## config.mk

```make
export PLATFORM = sky130hd
export DESIGN_NAME = xgmii2gmii_tx
export DESIGN_NICKNAME = d
export VERILOG_FILES = /design/src/rtl/xgmii2gmii_tx.sv
export SDC_FILE = /design/constraint.sdc
export NUM_CORES = 1
export LEC_CHECK = 0
export CAP_MARGIN = 0
export CORE_ASPECT_RATIO = 1.75
export CORE_MARGIN = 2
export CORE_UTILIZATION = 45
export CTS_CLUSTER_DIAMETER = 150
export CTS_CLUSTER_SIZE = 14
export DETAILED_ROUTE_END_ITERATION = 12
export PLACE_DENSITY = 0.69
export REMOVE_ABC_BUFFERS = 1
export SYNTH_ARGS = -nofsm -noshare
export SYNTH_HDL_FRONTEND = slang
export SYNTH_SLANG_ARGS = --single-unit
export TNS_END_PERCENT = 100
```

## constraint.sdc

```tcl
create_clock -name gmii_clk -period 2.93 [get_ports gmii_clk]
set_input_delay 0.4395 -clock gmii_clk [delete_from_list [all_inputs] [get_ports gmii_clk]]
set_output_delay 0.4395 -clock gmii_clk [all_outputs]
set_load 0.05 [all_outputs]
```

## src/rtl/xgmii2gmii_tx.sv

```systemverilog
// xgmii2gmii_tx
//  Transmit-direction width converter. Takes XGMII-coded 64-bit words
//  (8 data lanes + 8 control flags, lane 0 = first byte) from the read side
//  of an upstream FIFO and serialises them onto an 8-bit GMII transmit
//  interface, one byte per gmii_clk. The XGMII start (FB), terminate (FD)
//  and idle (07) characters are removed. The start character is replaced by
//  a preamble byte (8'h55), and the rest of the preamble and the SFD pass
//  through unchanged. The block enforces the inter-frame gap and marks frames
//  that are malformed, underrun or too long.
//
//  Ports
//   gmii_clk     in   1   sole clock
//   sys_rst_n    in   1   asynchronous active-low reset
//   xgmii_valid  in   1   upstream word available (FIFO not empty)
//   xgmii_ready  out  1   word consumed this cycle (combinational)
//   xgmii_txc    in   8   per-lane control flags
//   xgmii_txd    in   64  lane data, lane n = bits [8n+7:8n]
//   gmii_tx_en   out  1   GMII transmit enable (registered)
//   gmii_tx_er   out  1   GMII transmit error (registered)
//   gmii_txd     out  8   GMII transmit byte (registered)
module xgmii2gmii_tx #(
    parameter int FRAME_MAX_BIT_WIDTH = 11,
    parameter int IFG_BYTES           = 12
) (
    input  logic        gmii_clk,
    input  logic        sys_rst_n,
    input  logic        xgmii_valid,
    output logic        xgmii_ready,
    input  logic [7:0]  xgmii_txc,
    input  logic [63:0] xgmii_txd,
    output logic        gmii_tx_en,
    output logic        gmii_tx_er,
    output logic [7:0]  gmii_txd
);

    localparam logic [7:0] XG_START = 8'hFB;
    localparam logic [7:0] XG_TERM  = 8'hFD;
    localparam logic [7:0] PREAMBLE = 8'h55;
    localparam int IFG_W = $clog2(IFG_BYTES + 1);
    localparam logic [FRAME_MAX_BIT_WIDTH-1:0] CNT_ONE  = FRAME_MAX_BIT_WIDTH'(1);
    // When the counter holds this value, the byte about to be driven is the
    // last byte that fits (2**W-1).
    localparam logic [FRAME_MAX_BIT_WIDTH-1:0] CNT_LAST =
        FRAME_MAX_BIT_WIDTH'((1 << FRAME_MAX_BIT_WIDTH) - 2);

    typedef enum logic [1:0] {IDLE, SEND, DROP, IFG} state_t;

    state_t                         state_reg;
    logic [7:0]                     hold_c_reg;
    logic [63:0]                    hold_d_reg;
    logic [2:0]                     byte_idx_reg;
    logic [FRAME_MAX_BIT_WIDTH-1:0] byte_cnt_reg;
    logic [IFG_W-1:0]               ifg_cnt_reg;

    logic [7:0] hold_lane [8];
    logic [7:0] hold_fd;
    logic [7:0] in_fd;

    // Per-lane views of the held word and the incoming word.
    generate
        for (genvar gi = 0; gi < 8; gi++) begin : g_lane
            assign hold_lane[gi] = hold_d_reg[8*gi +: 8];
            assign hold_fd[gi]   = hold_c_reg[gi] && (hold_d_reg[8*gi +: 8] == XG_TERM);
            assign in_fd[gi]     = xgmii_txc[gi] && (xgmii_txd[8*gi +: 8] == XG_TERM);
        end
    endgenerate

    logic       cur_c;
    logic [7:0] cur_d;
    logic       cur_fd;
    logic       last_lane;
    logic       trunc;
    logic       underrun;
    logic       rem_fd;
    logic       is_start;
    logic       ifg_done;

    assign cur_c     = hold_c_reg[byte_idx_reg];
    assign cur_d     = hold_lane[byte_idx_reg];
    assign cur_fd    = hold_fd[byte_idx_reg];
    assign last_lane = (byte_idx_reg == 3'd7);
    assign trunc     = (byte_cnt_reg == CNT_LAST);
    assign underrun  = last_lane && !xgmii_valid;
    // A terminate character later in the held word means that the frame
    // ends inside this word. A truncated frame then goes straight to the gap
    // and does not consume (and lose) the next frame's start word.
    assign rem_fd    = |(hold_fd >> ({1'b0, byte_idx_reg} + 4'd1));
    assign is_start  = (xgmii_txc == 8'h01) && (xgmii_txd[7:0] == XG_START);
    assign ifg_done  = (int'(ifg_cnt_reg) + 2 >= IFG_BYTES);

    // The next word is taken only while lane 7 is being driven, and only if
    // the frame goes on past lane 7. This keeps back-to-back words gap-free.
    always_comb begin
        xgmii_ready = 1'b0;
        case (state_reg)
            IDLE:    xgmii_ready = 1'b1;
            SEND:    xgmii_ready = last_lane && !cur_fd && !trunc;
            DROP:    xgmii_ready = 1'b1;
            default: xgmii_ready = 1'b0;
        endcase
    end

    always_ff @(posedge gmii_clk or negedge sys_rst_n) begin
        if (!sys_rst_n) begin
            state_reg    <= IDLE;
            hold_c_reg   <= '0;
            hold_d_reg   <= '0;
            byte_idx_reg <= '0;
            byte_cnt_reg <= '0;
            ifg_cnt_reg  <= '0;
            gmii_tx_en   <= 1'b0;
            gmii_tx_er   <= 1'b0;
            gmii_txd     <= '0;
        end else begin
            gmii_tx_en <= 1'b0;
            gmii_tx_er <= 1'b0;
            gmii_txd   <= '0;
            case (state_reg)
                IDLE: begin
                    if (xgmii_valid && is_start) begin
                        // Lane 0 (the start character) is sent as preamble
                        // in the same cycle, to meet one-cycle latency. So
                        // the lane index and byte count resume at 1.
                        hold_c_reg   <= xgmii_txc;
                        hold_d_reg   <= xgmii_txd;
                        byte_idx_reg <= 3'd1;
                        byte_cnt_reg <= CNT_ONE;
                        gmii_tx_en   <= 1'b1;
                        gmii_txd     <= PREAMBLE;
                        state_reg    <= SEND;
                    end
                end
                SEND: begin
                    if (cur_fd) begin
                        state_reg   <= IFG;
                        ifg_cnt_reg <= '0;
                    end else begin
                        gmii_tx_en   <= 1'b1;
                        gmii_txd     <= cur_d;
                        gmii_tx_er   <= cur_c || trunc || underrun;
                        byte_idx_reg <= byte_idx_reg + 3'd1;
                        byte_cnt_reg <= byte_cnt_reg + CNT_ONE;
                        if (trunc) begin
                            byte_cnt_reg <= '0;
                            ifg_cnt_reg  <= '0;
                            state_reg    <= rem_fd ? IFG : DROP;
                        end else if (last_lane) begin
                            if (xgmii_valid) begin
                                hold_c_reg <= xgmii_txc;
                                hold_d_reg <= xgmii_txd;
                            end else begin
                                byte_cnt_reg <= '0;
                                state_reg    <= DROP;
                            end
                        end
                    end
                end
                DROP: begin
                    if (xgmii_valid && |in_fd) begin
                        state_reg   <= IFG;
                        ifg_cnt_reg <= '0;
                    end
                end
                IFG: begin
                    // The first IFG cycle is already an idle byte on the line.
                    // Leaving after IFG_BYTES-1 cycles lets the next start
                    // word be taken so that its first byte follows exactly
                    // IFG_BYTES idle bytes.
                    if (ifg_done) begin
                        state_reg <= IDLE;
                    end else begin
                        ifg_cnt_reg <= ifg_cnt_reg + IFG_W'(1);
                    end
                end
                default: state_reg <= IDLE;
            endcase
        end
    end

endmodule

```

==> metrics, run 1 <==
ANT nets after route 0; Worst-Skew Late Latency 350 ps; Cell variety after synth between 50 and 60; Post-Syn Area 5520 um2; clock power share 15.7%; drt first pass iters 4; Least-Margin Pin Slew 768 ps; gr ovfl total 0; Hold Crit Class in2async; Core Rows 53; Initial Utilization between 40% and 50%; Arr. time, crit path ~2400 ps; DRT iter0 DRCs 233; Post-Layout Cell Count 734; Final nets 650; fin crit period between 2000 and 3000 ps; Final period util 96.8%; CTS Buffer Depth 2; H-tree levels 3; Worst Setup Start Kind flop; maximum vdd ir drop about 0.40 mV; area leader, netlist dfrtp_1; Layout area overhead 27.6%; core area between 10000 and 15000 um2; max_cap viols 0; CTS Sinks 102; LEAKAGE approximately 2.9 nW; Post-synth EDFFs 0; #FFs+latches synth a little over 100; overall power 7.36 mW; top-count cell post-synth dfrtp_1; fmax roughly 350 MHz; Flop pwr share 35.9%; post-synthesis sequential area ratio 46.3%; CP Data Required Time about 2500 ps; area of the multi-input gates roughly 2800 um2; Switch Pwr 2.87 mW; Hold Violations, Final 0; RSZ-0062 raised after global routing false; switch share about two fifths; wire per inst ~20 um; Ys Warns 0; clock skew about 13 ps; Crit Path Max Fanout 3; Setup-failing EPs final 0; FFs w/ async S/R, synth 100%; Synth area leaders dfrtp_1, mux2_2, mux4_2; Die Wd approximately 88 um; post-detailed-placement half-perimeter wirelength about 12000 um; Post-Syn Instances approximately 460; Gate power share just under 50%; GPL Wtd Cong approximately 0.92; syn avg cell area 12.0 um2; instance area at placement 6700 um2; pwr dens ~1000 nW/um2; largest net degree at the start of global routing 58; status finished, final reports clean; Synth top area share 46.3%; CTS tree built; post-route cell area 7040 um2; Largest register FFs 64; initial antenna violation count 0; DRC violations left 0; vias in the first global route around 4500; CP endpoint kind output pin; Synth top cells by count dfrtp_1, mux2_2, nand2_1, mux2_1, nand4_1; max-slew violation count 0; Placed Cells 716; register area ~2600 um2; I/O pin count between 80 and 90; CTS Root Cell clkbuf_16; Crit Path Category reg2out; final wirelength about 15000 um; die height approximately 150 um; routed vias ~4400; cell internal pwr 4.49 mW; clock-pin slew on the worst setup and hold paths ~70 ps; CTS Buf Count 9; Via density between 5 and 6; Diodes inserted 0; Filler Cells Inserted between 1000 and 1500; Most used DFF post-synth dfrtp_1; Worst slew margin between 40% and 50%; die footprint roughly 13000 um2; first-pass GRT wire length 23500 um; share of layout cells above drive strength 1 a little under a quarter; gr usage total a little under a quarter; port bufs 85
==> through the flow <==
stage / hold WS, ps / TNS [ps] / utilization (%) / setup slack [ps]
final: 156 / 0 / 58.6 / 94.5
after global placement: 491 / -3.02 / 55.8 / -3.02
after global routing: 229 / 0 / 58.6 / 20.8
after detailed placement: 512 / -423 / 55.8 / -78.4
after CTS: 187 / 0 / 58.4 / 23.1
after floorplan: 144 / -37370 / - / -753
==> area by class of cell <==
type                       instances  area share (%)
multi-input combinational        323            40.0
sequential                       102            36.3
timing repair buffer             116            16.0
clock buffer                      10            3.39
tap                              165            2.93
clock inverter                     6           0.729
inverter                          12           0.640
==> timing repair <==
item / 4_1_cts / 5_1_grt
endpoints found under the setup margin: 1 / 1
buffers inserted: 2 / 0
gates resized for setup: 2 / 9
pin swaps: 0 / 1
hold buffers: 0 / 0
==> critical path, stage by stage (launching register included) <==
cell,delay [ps]
dfrtp_1,400
nand4_1,200
nor4_2,110
o32ai_1,350
o211ai_1,190
or3b_4,430
a21oi_2,200
buf_12,160
==> cell families after synthesis <==
logic type                 Yosys count  synth area share, %
DFF                                102                 46.3
muxes                               97                 23.4
buffers and inverters               33                 3.29
and+or+nand+nor                    145                 15.5
adders and majority gates           11                 2.50
AOI/OAI and AO/OA                   70                 9.05
==> power groups by stage <==
stage	registers, mW	clock network [mW]	logic (mW)
after floorplan	2.74	0	2.10
after global placement	2.62	0	3.39
after detailed placement	2.66	0	3.47
after CTS	2.62	1.18	3.53
after global routing	2.72	1.24	3.79
final	2.64	1.16	3.56
==> layer usage <==
| metal | up-vias | routed length [um] | global-route usage, % |
|---|---|---|---|
| met3 | 31 | 335 | 2.74 |
| met4 | 0 | 575 | 11.2 |
| met5 | - | 0 | 0 |
| met1 | 2238 | 5600 | 26.5 |
| li1 | 1990 | - | - |
| met2 | 97 | 8460 | 43.4 |
==> layout by cell type (no fill, tap or decap), types with 3 or more instances in the layout <==
cell type / n
o211ai_1: 5
mux2_1: 25
o2111ai_1: 3
ha_1: 11
nand4b_1: 5
inv_6: 4
clkdlybuf4s50_1: 83
o21ai_0: 15
or4_1: 6
nand4_1: 21
a22oi_1: 4
buf_12: 4
mux2_2: 49
o31a_1: 3
dfrtp_1: 101
nand2_1: 37
o2bb2a_1: 3
mux4_2: 18
nand3b_1: 14
clkbuf_16: 9
nand3_1: 8
inv_1: 11
buf_4: 29
nor3_1: 14
nor4_2: 3
and4_1: 4
a21oi_1: 9
o31ai_1: 10
mux2i_1: 5
nor2_1: 4
and3_1: 3
nor4_1: 9
==> path summary, 6_finish.rpt <==
kind / startpoint / endpoint / slack (ps) / depth (start not counted)
min reg2reg: hold_d_reg[61]$_DFFE_PN0P_ / hold_d_reg[61]$_DFFE_PN0P_ / 530 / 1
max reg2reg: byte_idx_reg[0]$_DFFE_PN0P_ / hold_d_reg[15]$_DFFE_PN0P_ / 340 / 8
max: hold_d_reg[60]$_DFFE_PN0P_ / xgmii_ready / 90 / 7
max in group asynchronous: sys_rst_n / hold_d_reg[0]$_DFFE_PN0P_ / 2060 / 2
min: sys_rst_n / byte_cnt_reg[2]$_DFFE_PN0P_ / 160 / 1
min in group gmii_clk: hold_d_reg[61]$_DFFE_PN0P_ / hold_d_reg[61]$_DFFE_PN0P_ / 530 / 1
(Power assumes the default switching activity.)
==> inputs of run 2 (changes only) <==
CAP_MARGIN = default   (was 0)
GPL_ROUTABILITY_DRIVEN = 0   (was default)
==> run 2 against run 1 <==
  * Clock skew shrank 6.7 ps
  * Non-clock buffer count grew 2
  * Sequential share of layout area shrank 0.22 points
  * Final cell count grew 0.27%
  * Cell area grew 0.71%
  * Worst setup slack is essentially flat
  * Sequential power is essentially flat
  * Hold slack lost 95 ps
  * Critical path depth grew 1
  * Register-to-register slack lost 130 ps
  * Largest power group unchanged
  * Highest routed layer unchanged
==> metrics, run 2 (synthesis results as in run 1) <==
most common cell after layout, fill and taps aside dfrtp_1; most frequent cells in the layout dfrtp_1, clkdlybuf4s50_1, mux2_2; share of layout cells above drive strength 1 22.8%; Largest register FFs 64; port bufs 85; CTS Buf Count 9; post-route cell area 7090 um2; Worst Hold Slack around 60 ps; Final nets about 650; CP endpoint kind output pin; Worst Setup Start Kind flop; final wirelength between 10000 and 15000 um; die footprint between 10000 and 15000 um2; H-tree levels 3; gr ovfl total 0; post-detailed-placement half-perimeter wirelength 11600 um; CTS Root Cell clkbuf_16; max_cap viols 0; die height approximately 150 um; pwr dens ~1100 nW/um2; core area around 12000 um2; CTS tree built; status finished, final reports clean; Crit Path Max Fanout 5; max-slew violation count 0; wire per inst 20.2 um; vias in the first global route 4493; gr usage total 23.6%; Setup-failing EPs final 0; Hold Violations, Final 0; routed vias around 4400; Worst-Skew Late Latency approximately 340 ps; Final period util between 90% and 100%; clock-pin slew on the worst setup and hold paths roughly 70 ps; Die Wd between 80 and 90 um; Critical R2R Launch byte_idx_reg[1]$_DFFE_PN0P_; Placed Cells a little over 700; I/O pin count 86; fin crit period approximately 2800 ps; instance area at placement ~6700 um2; LEAKAGE about 2.9 nW; clock skew 6.51 ps; DRT iter0 DRCs between 300 and 400; maximum vdd ir drop around 0.48 mV; first-pass GRT wire length ~23000 um; Initial Utilization between 40% and 50%; drt first pass iters 5; Hold Crit Class in2async; DRC violations left 0; CTS Buffer Depth 2; ANT nets after route 0; CTS Sinks between 100 and 150; initial antenna violation count 0; worst r2r dst hold_d_reg[4]$_DFFE_PN0P_; Core Rows 53; largest net degree at the start of global routing 64; Layout area overhead 28.5%; Crit Path Category reg2out; Post-CTS Hold Fix Bufs 0; Worst slew margin 49.0%; FF-to-FF setup slack ~210 ps; Diodes inserted 0; fmax about 350 MHz; Arr. time, crit path 2400 ps; Post-Layout Cell Count approximately 740; CP Data Required Time 2490 ps; cell depth of the worst flop-to-flop path 7; Via density between 5 and 6; Least-Margin Pin Slew 761 ps
-- run 2: routing by layer --
metal | global-route usage, % | vias up | wire length, um
li1 | - | 1998 | -
met1 | 26.7 | 2230 | 5480
met2 | 42.2 | 120 | 8240
met3 | 3.07 | 43 | 388
met4 | 12.5 | 0 | 733
met5 | 0 | - | 0
-- run 2: final cells by class --
cell class / instances / area (um2)
clock buffer: 11 / 233
timing repair buffer: 118 / 1130
fill: 1021 / 4910
clock inverter: 5 / 108
multi-input combinational: 323 / 2810
inverter: 12 / 45.0
sequential: 102 / 2560
tap: 165 / 206
-- run 2: timing repair --
action                                  in CTS  in global routing
resized for setup                            3                  8
pin swaps                                    1                  2
buffers inserted                             3                  1
endpoints found under the setup margin       1                  1
cloned                                       0                  0
-- run 2: worst max path at each step --
stage / cells past startpoint / endpoint / startpoint / slack (ps)
4_1_cts: 7 / xgmii_ready / byte_idx_reg[0]$_DFFE_PN0P_ / 0.09
3_5_place_dp: 7 / byte_cnt_reg[9]$_DFFE_PN0P_ / xgmii_txc[3] / -50
6_report: 8 / xgmii_ready / byte_idx_reg[0]$_DFFE_PN0P_ / 90
2_1_floorplan: 6 / xgmii_ready / byte_idx_reg[0]$_DFFE_PN0P_ / -750
5_1_grt: 7 / xgmii_ready / byte_idx_reg[0]$_DFFE_PN0P_ / -50
3_3_place_gp: 7 / byte_cnt_reg[4]$_DFFE_PN0P_ / xgmii_txc[1] / -10
-- run 2: per-stage QoR --
step / power (mW) / TNS [ps] / worst slack (ps) / util [%]
global route: 7.96 / -51.7 / -51.7 / 59.1
finish: 7.55 / 0 / 94.6 / 59.1
detailed placement: 6.09 / -404 / -51.7 / 55.7
global placement: 5.97 / -21.8 / -10.4 / 55.7
floorplan: 4.84 / -37370 / -753 / -
CTS: 7.51 / 0 / 0.0933 / 58.9
-- run 2: critical path: stages (launching register included) --
cell and delay, ps:
dfrtp_2 420, buf_4 170, nand4b_1 170, o311ai_1 440, o32ai_2 170, o211ai_1 270, or3b_4 190, a21oi_4 60
buf_12 160
-- run 2: report_power, final --
| part | total [mW] | switching (mW) | leakage [nW] | internal [mW] |
|---|---|---|---|---|
| sequential | 2.63 | 0.556 | 1.25 | 2.08 |
| clock | 1.35 | 0.514 | 0.164 | 0.839 |
| combinational | 3.56 | 1.77 | 1.47 | 1.80 |
| total | 7.55 | 2.84 | 2.89 | 4.71 |
==> RTL edit 1 (config.mk and constraints of run 1) <==
Change the parameter `IFG_BYTES` from 12 to 18.
--- a/src/rtl/xgmii2gmii_tx.sv
+++ b/src/rtl/xgmii2gmii_tx.sv
@@ -21,5 +21,5 @@
 module xgmii2gmii_tx #(
     parameter int FRAME_MAX_BIT_WIDTH = 11,
-    parameter int IFG_BYTES           = 12
+    parameter int IFG_BYTES           = 18
 ) (
     input  logic        gmii_clk,
Formal check against the unedited RTL: no difference found for any inputs over 4 cycles, from zero or initial values and one cycle with sys_rst_n low; that may be too few to reach the edited logic, so the function may still have changed.
==> RTL edit 1 against run 1 <==
- the run now ends with setup timing left
- worst hold slack got worse by 0.057 ns
- clock skew decreased by 0.0080 ns
- synthesized area increased by 2.9%
- worst setup slack got worse by 0.11 ns
- wire length increased by 11%
- sequential cell count increased by 1
- cell area increased by 5.7%
- total power increased by 11%
- sequential power increased by 2%
==> RTL edit 1: results (changes against run 1) <==
Crit path to: hold_d_reg[13] (was xgmii_ready)
Origin of the worst setup path: byte_idx_reg[1] (was hold_d_reg[60])
Violated checks: setup timing
Clock skew: 0.005211 ns (was 0.01316 ns)
R2R cell count: 12 (was 8)
First-pass GRT wire length: 25540 um (was 23540 um)
Worst-Margin Slew: 0.6878 ns (was 0.7681 ns)
Syn_area_per_cell: 11.44 um2 (was 12.04 um2)
Gates resized, CTS repair: 6 (was 2)
Synth area leaders: dfrtp_1 45%, mux2_2 12%, mux4_2 7.1% (was dfrtp_1 46%, mux2_2 10%, mux4_2 7.4%)
# fillers: 999 (was 1017)
Setup ws final: -0.01696 ns (was 0.09453 ns)
Crit Path Max Fanout: 19 (was 3)
Drt initial violations: 386 (was 233)
Final wirelength: 16570 um (was 14970 um)
Via/cell ratio: 6.084 (was 5.935)
Sequential share of the synthesized area: 0.4543 (was 0.4628)
Async SR Flop Fraction: 1.000 (unchanged)
Largest net degree at the start of global routing: 104 (was 58)
Pint: 4.972 mW (was 4.486 mW)
Total Routing Usage GR: 0.2457 (was 0.2365)
Netlist cell types: 55 (was 54)
Layout cells sized above 1: 0.2516 (was 0.2302)
Commonest cells in the netlist: 103 x dfrtp_1, 60 x mux2_2, 35 x nand2_1 (was 102 x dfrtp_1, 49 x mux2_2, 37 x nand2_1)
Post-DP HPWL: 12120 um (was 11690 um)
Placer Congestion: 0.9015 (was 0.9188)
Type of the worst setup path: reg2reg (was reg2out)
Setup violators final: 13 (was 0)
CP Data Arrival Time: 3.18 ns (was 2.40 ns)
Top cell type's share of synthesized area: 0.4543 (was 0.4628)
Non-Filler Instances: 784 (was 734)
DR pass1 iterations: 6 (was 4)
VDD IR max: 531.1 uV (was 397.3 uV)
Number of H-tree levels: 3 (unchanged)
Placed cell count: 758 (was 716)
NumNets Final: 697 (was 650)
Vias in the first global route: 4877 (was 4454)
LEAKAGE: 2.979 nW (was 2.861 nW)
Status: complete, but fails checks (was complete, no violations)
Setup bufs post-CTS: 0 (was 2)
## RTL edit 1: cell types whose count changed in the layout (fill, tap and decap cells not counted), sizes merged, moves of 7 or more
cell     delta
nor2       +12
o21ai      +10
buf         +9
mux2        -8
o2bb2ai     +7
o31ai       -7
## RTL edit 1: worst max-delay path, stage by stage, from the launching register on
cell and delay, ns:
dfrtp_2 0.48, buf_12 0.18, nand3b_1 0.08, nor4_1 0.06
buf_4 0.14, nor4_4 0.39, o211ai_2 0.19, buf_4 0.19
or2_4 0.26, a21oi_4 0.14, buf_6 0.17, buf_12 0.16
mux2_2 0.36
## RTL edit 1: power groups by stage
stage | Sequential, mW | Clock, mW | Combinational [mW]
after floorplan | 2.68 | 0 | 2.33
after global placement | 2.66 | 0 | 3.56
after detailed placement | 2.69 | 0 | 3.68
after CTS | 2.67 | 1.37 | 3.71
after global routing | 2.76 | 1.44 | 4.36
final | 2.69 | 1.36 | 4.07
## RTL edit 1: kinds of logic after synthesis
| kind of cell | Yosys count | synth area share |
|---|---|---|
| AND/OR/NAND/NOR | 164 | 0.1634 |
| flip-flops | 103 | 0.4543 |
| adder cells (fa/ha/maj) | 11 | 0.02426 |
| AO/OA/AOI/OAI | 88 | 0.1052 |
| multiplexers | 94 | 0.2201 |
| buffers and inverters | 36 | 0.03264 |
## RTL edit 1: layout make-up
class | instances | area, um2 | share of cell area
clock inverters | 7 | 113.9 | 0.01530
well taps | 168 | 210.2 | 0.02825
inverters | 12 | 45.04 | 0.006053
repair buffers | 128 | 1299 | 0.1745
multi-input cells | 357 | 2968 | 0.3989
clock buffers | 9 | 225.2 | 0.03027
flip-flops and latches | 103 | 2580 | 0.3467
## RTL edit 1: per-stage QoR
step	hold WS (ns)	setup slack (ns)	cell area, um2	setup TNS, ns
after floorplan	0.1439	-0.9995	5533	-65.04
after global placement	0.4946	-0.06317	6887	-3.582
after detailed placement	0.5048	-0.1394	6887	-7.959
after CTS	0.1777	0.002585	7259	0
after global routing	0.1828	-0.05443	7441	-0.3708
final	0.09834	-0.01696	7441	-0.1309
## RTL edit 1: routing by layer
| metal | vias to the layer above | wire [um] | track usage |
|---|---|---|---|
| li1 | 2131 | - | - |
| met1 | 2410 | 5955 | 0.2826 |
| met2 | 180 | 9071 | 0.4314 |
| met3 | 49 | 671 | 0.03521 |
| met4 | 0 | 871 | 0.1198 |
| met5 | - | 0 | 0 |
## RTL edit 1: worst min-delay path by stage
stage / to / slack [ns] / cells past startpoint
floorplan: byte_cnt_reg[0] / 0.14 / 0
global placement: hold_d_reg[34] / 0.49 / 1
detailed placement: hold_d_reg[26] / 0.50 / 1
CTS: ifg_cnt_reg[3] / 0.18 / 2
global route: ifg_cnt_reg[1] / 0.18 / 2
finish: ifg_cnt_reg[0] / 0.1 / 2
==> RTL edit 2 (settings of run 1) <==
Without the edit above. The 4 states of `state_t` get a one-hot encoding in 4 bits.
--- a/src/rtl/xgmii2gmii_tx.sv
+++ b/src/rtl/xgmii2gmii_tx.sv
@@ -44,5 +44,5 @@
         FRAME_MAX_BIT_WIDTH'((1 << FRAME_MAX_BIT_WIDTH) - 2);
 
-    typedef enum logic [1:0] {IDLE, SEND, DROP, IFG} state_t;
+    typedef enum logic [3:0] {IDLE = 4'b0001, SEND = 4'b0010, DROP = 4'b0100, IFG = 4'b1000} state_t;
 
     state_t                         state_reg;
Formal check against the unedited RTL: no difference found for any inputs over 10 cycles, from zero or initial values and one cycle with sys_rst_n low; not proved beyond that.
==> RTL edit 2 against run 1 <==
- synthesized area is 2.2% lower
- sequential cell count is 2 higher
- wire length is 2.0% lower
- global-route usage is 0.072 points higher
- worst setup slack worse by 0.033 ns
- cell area is 0.12% lower
Power is not compared: it rests on default switching activity, and its combinational part moved more than twofold at a synthesized area within 25%.
==> RTL edit 2: results (changes against run 1) <==
Status: complete, no violations (unchanged)
Ys Warns: 0 (unchanged)
Crit Path Max Fanout: 6 (was 3)
NumNets Final: 650 (unchanged)
Synth area leaders: dfrtp_1 48%, mux2_2 8.1%, mux4_2 7.5% (was dfrtp_1 46%, mux2_2 10%, mux4_2 7.4%)
Clock-cell share of area: 0.04734 (was 0.04124)
Clock skew: 0.009486 ns (was 0.01316 ns)
CLK BUF: 12 (was 10)
Inverters: 11 (was 12)
Fraction of area in multi-input gates: 0.3844 (was 0.3999)
Placer Congestion: 0.9539 (was 0.9188)
Clock transition at path regs: 0.07 ns (about the same)
Multi-In Gates: 321 (was 323)
Met2 Routed Length: 8171 um (was 8460 um)
VDD IR max: 348.1 uV
Worst rel slew slack: 0.6226 (was 0.4880)
Worst skew pair latency: 0.35 ns (about the same)
Diode count: 0 (unchanged)
IO buf count: 85 (unchanged)
Slowest cell on crit path: dfrtp_2 (was or3b_4)
Drt initial violations: 207 (was 233)
CTS Hold Bufs: 0 (unchanged)
Met3 WL post-DR: 406 um (was 335 um)
# clock sinks: 104 (was 102)
CTS Root Cell: clkbuf_16 (unchanged)
GRT met2 Usage: 0.4302 (was 0.4345)
Clk buf depth: 2 (unchanged)
Max reg flops: 64 (unchanged)
Largest net degree at the start of global routing: 66 (was 58)
Final wirelength: 14680 um (was 14970 um)
CP Data Arrival Time: 2.43 ns (was 2.40 ns)
First-pass GRT wire length: 23380 um (was 23540 um)
# fillers: 947 (was 1017)
Routed vias: 4284 (was 4356)
Async SR Flop Fraction: 1.000 (unchanged)
Non-clock buffers: 121 (was 116)
Netlist cell types: 53 (was 54)
Delay-heaviest family, CP: compound AO/OA/AOI/OAI gates (was simple AND/OR/NAND/NOR gates)
Placed cell count: 686 (was 716)
Routed length on met1: 5589 um (was 5600 um)
Routed WL per cell: 20.73 um (was 20.40 um)
Final setup TNS: 0 ns (unchanged)
Origin of the worst setup path: byte_idx_reg[0] (was hold_d_reg[60])
Post-DP HPWL: 11230 um (was 11690 um)
Total Routing Usage GR: 0.2373 (was 0.2365)
Commonest cells in the netlist: 103 x dfrtp_1, 44 x nand2_1, 39 x mux2_2 (was 102 x dfrtp_1, 49 x mux2_2, 37 x nand2_1)
Met3 Track Usage GR: 0.02878 (was 0.02741)
CTS buffer count: 9 (unchanged)
Seq. cell area: 2606 um2 (was 2554 um2)
R2R cell count: 9 (was 8)
Vias in the first global route: 4530 (was 4454)
Number of H-tree levels: 3 (unchanged)
Layout cells sized above 1: 0.2304 (was 0.2302)
Worst min path class: in2async (unchanged)
Crit-path max cell delay: 0.45 ns (was 0.43 ns)
Switch Pwr: 0.5974 mW
Sequential share of the synthesized area: 0.4825 (was 0.4628)
Non-clock buffers, area share: 0.1676 (was 0.1603)
Met1 layer usage reported by global route: 0.2749 (was 0.2650)
Cells after Synth: 457 (was 458)
-- RTL edit 2: changes by cell type in the layout (fill, tap and decap cells not counted), sizes merged, moves of 7 or more --
cell | before | now
or4 | 8 | 1
nand2 | 37 | 44
nand3 | 9 | 17
a31oi | 2 | 15
-- RTL edit 2: cell families after synthesis --
| family | after synthesis | synth area share |
|---|---|---|
| adders and majority gates | 7 | 0.01623 |
| buffers and inverters | 32 | 0.02852 |
| muxes | 91 | 0.2265 |
| DFF | 104 | 0.4825 |
| and+or+nand+nor | 152 | 0.1542 |
| AOI/OAI and AO/OA | 71 | 0.09205 |
-- RTL edit 2: final timing paths --
| path | slack [ns] | end |
|---|---|---|
| max | 0.06 | xgmii_ready |
| min | 0.07 | gmii_tx_en |
| max reg2reg | 0.24 | byte_idx_reg[0] |
| min reg2reg | 0.51 | byte_cnt_reg[10] |
| max in group asynchronous | 2.09 | state_reg[0] |
| min in group gmii_clk | 0.51 | byte_cnt_reg[10] |
-- RTL edit 2: per-stage QoR --
stage	utilization	worst slack [ns]	hold slack (ns)	instance area, um2
floorplan	-	-1.829	0.1439	5284
finish	0.6037	0.06200	0.06901	7030
global route	0.6037	-0.01913	0.1103	7030
global placement	0.5651	-0.03243	0.4491	6581
CTS	0.5988	0.01754	0.08235	6974
detailed placement	0.5651	-0.1028	0.4526	6581
-- RTL edit 2: repair_timing --
action | in CTS | in global routing
buffers inserted | 4 | 2
gates resized for setup | 4 | 7
pin swaps | 1 | 2
endpoints found under the setup margin | 1 | 1
-- RTL edit 2: power groups by stage --
stage	sequential (mW)	combinational, mW	clock, mW
floorplan	1.46	0.0142	0
global placement	1.46	0.173	0
detailed placement	1.46	0.176	0
CTS	1.44	0.177	1.34
global route	1.43	0.188	1.39
finish	1.44	0.174	1.32
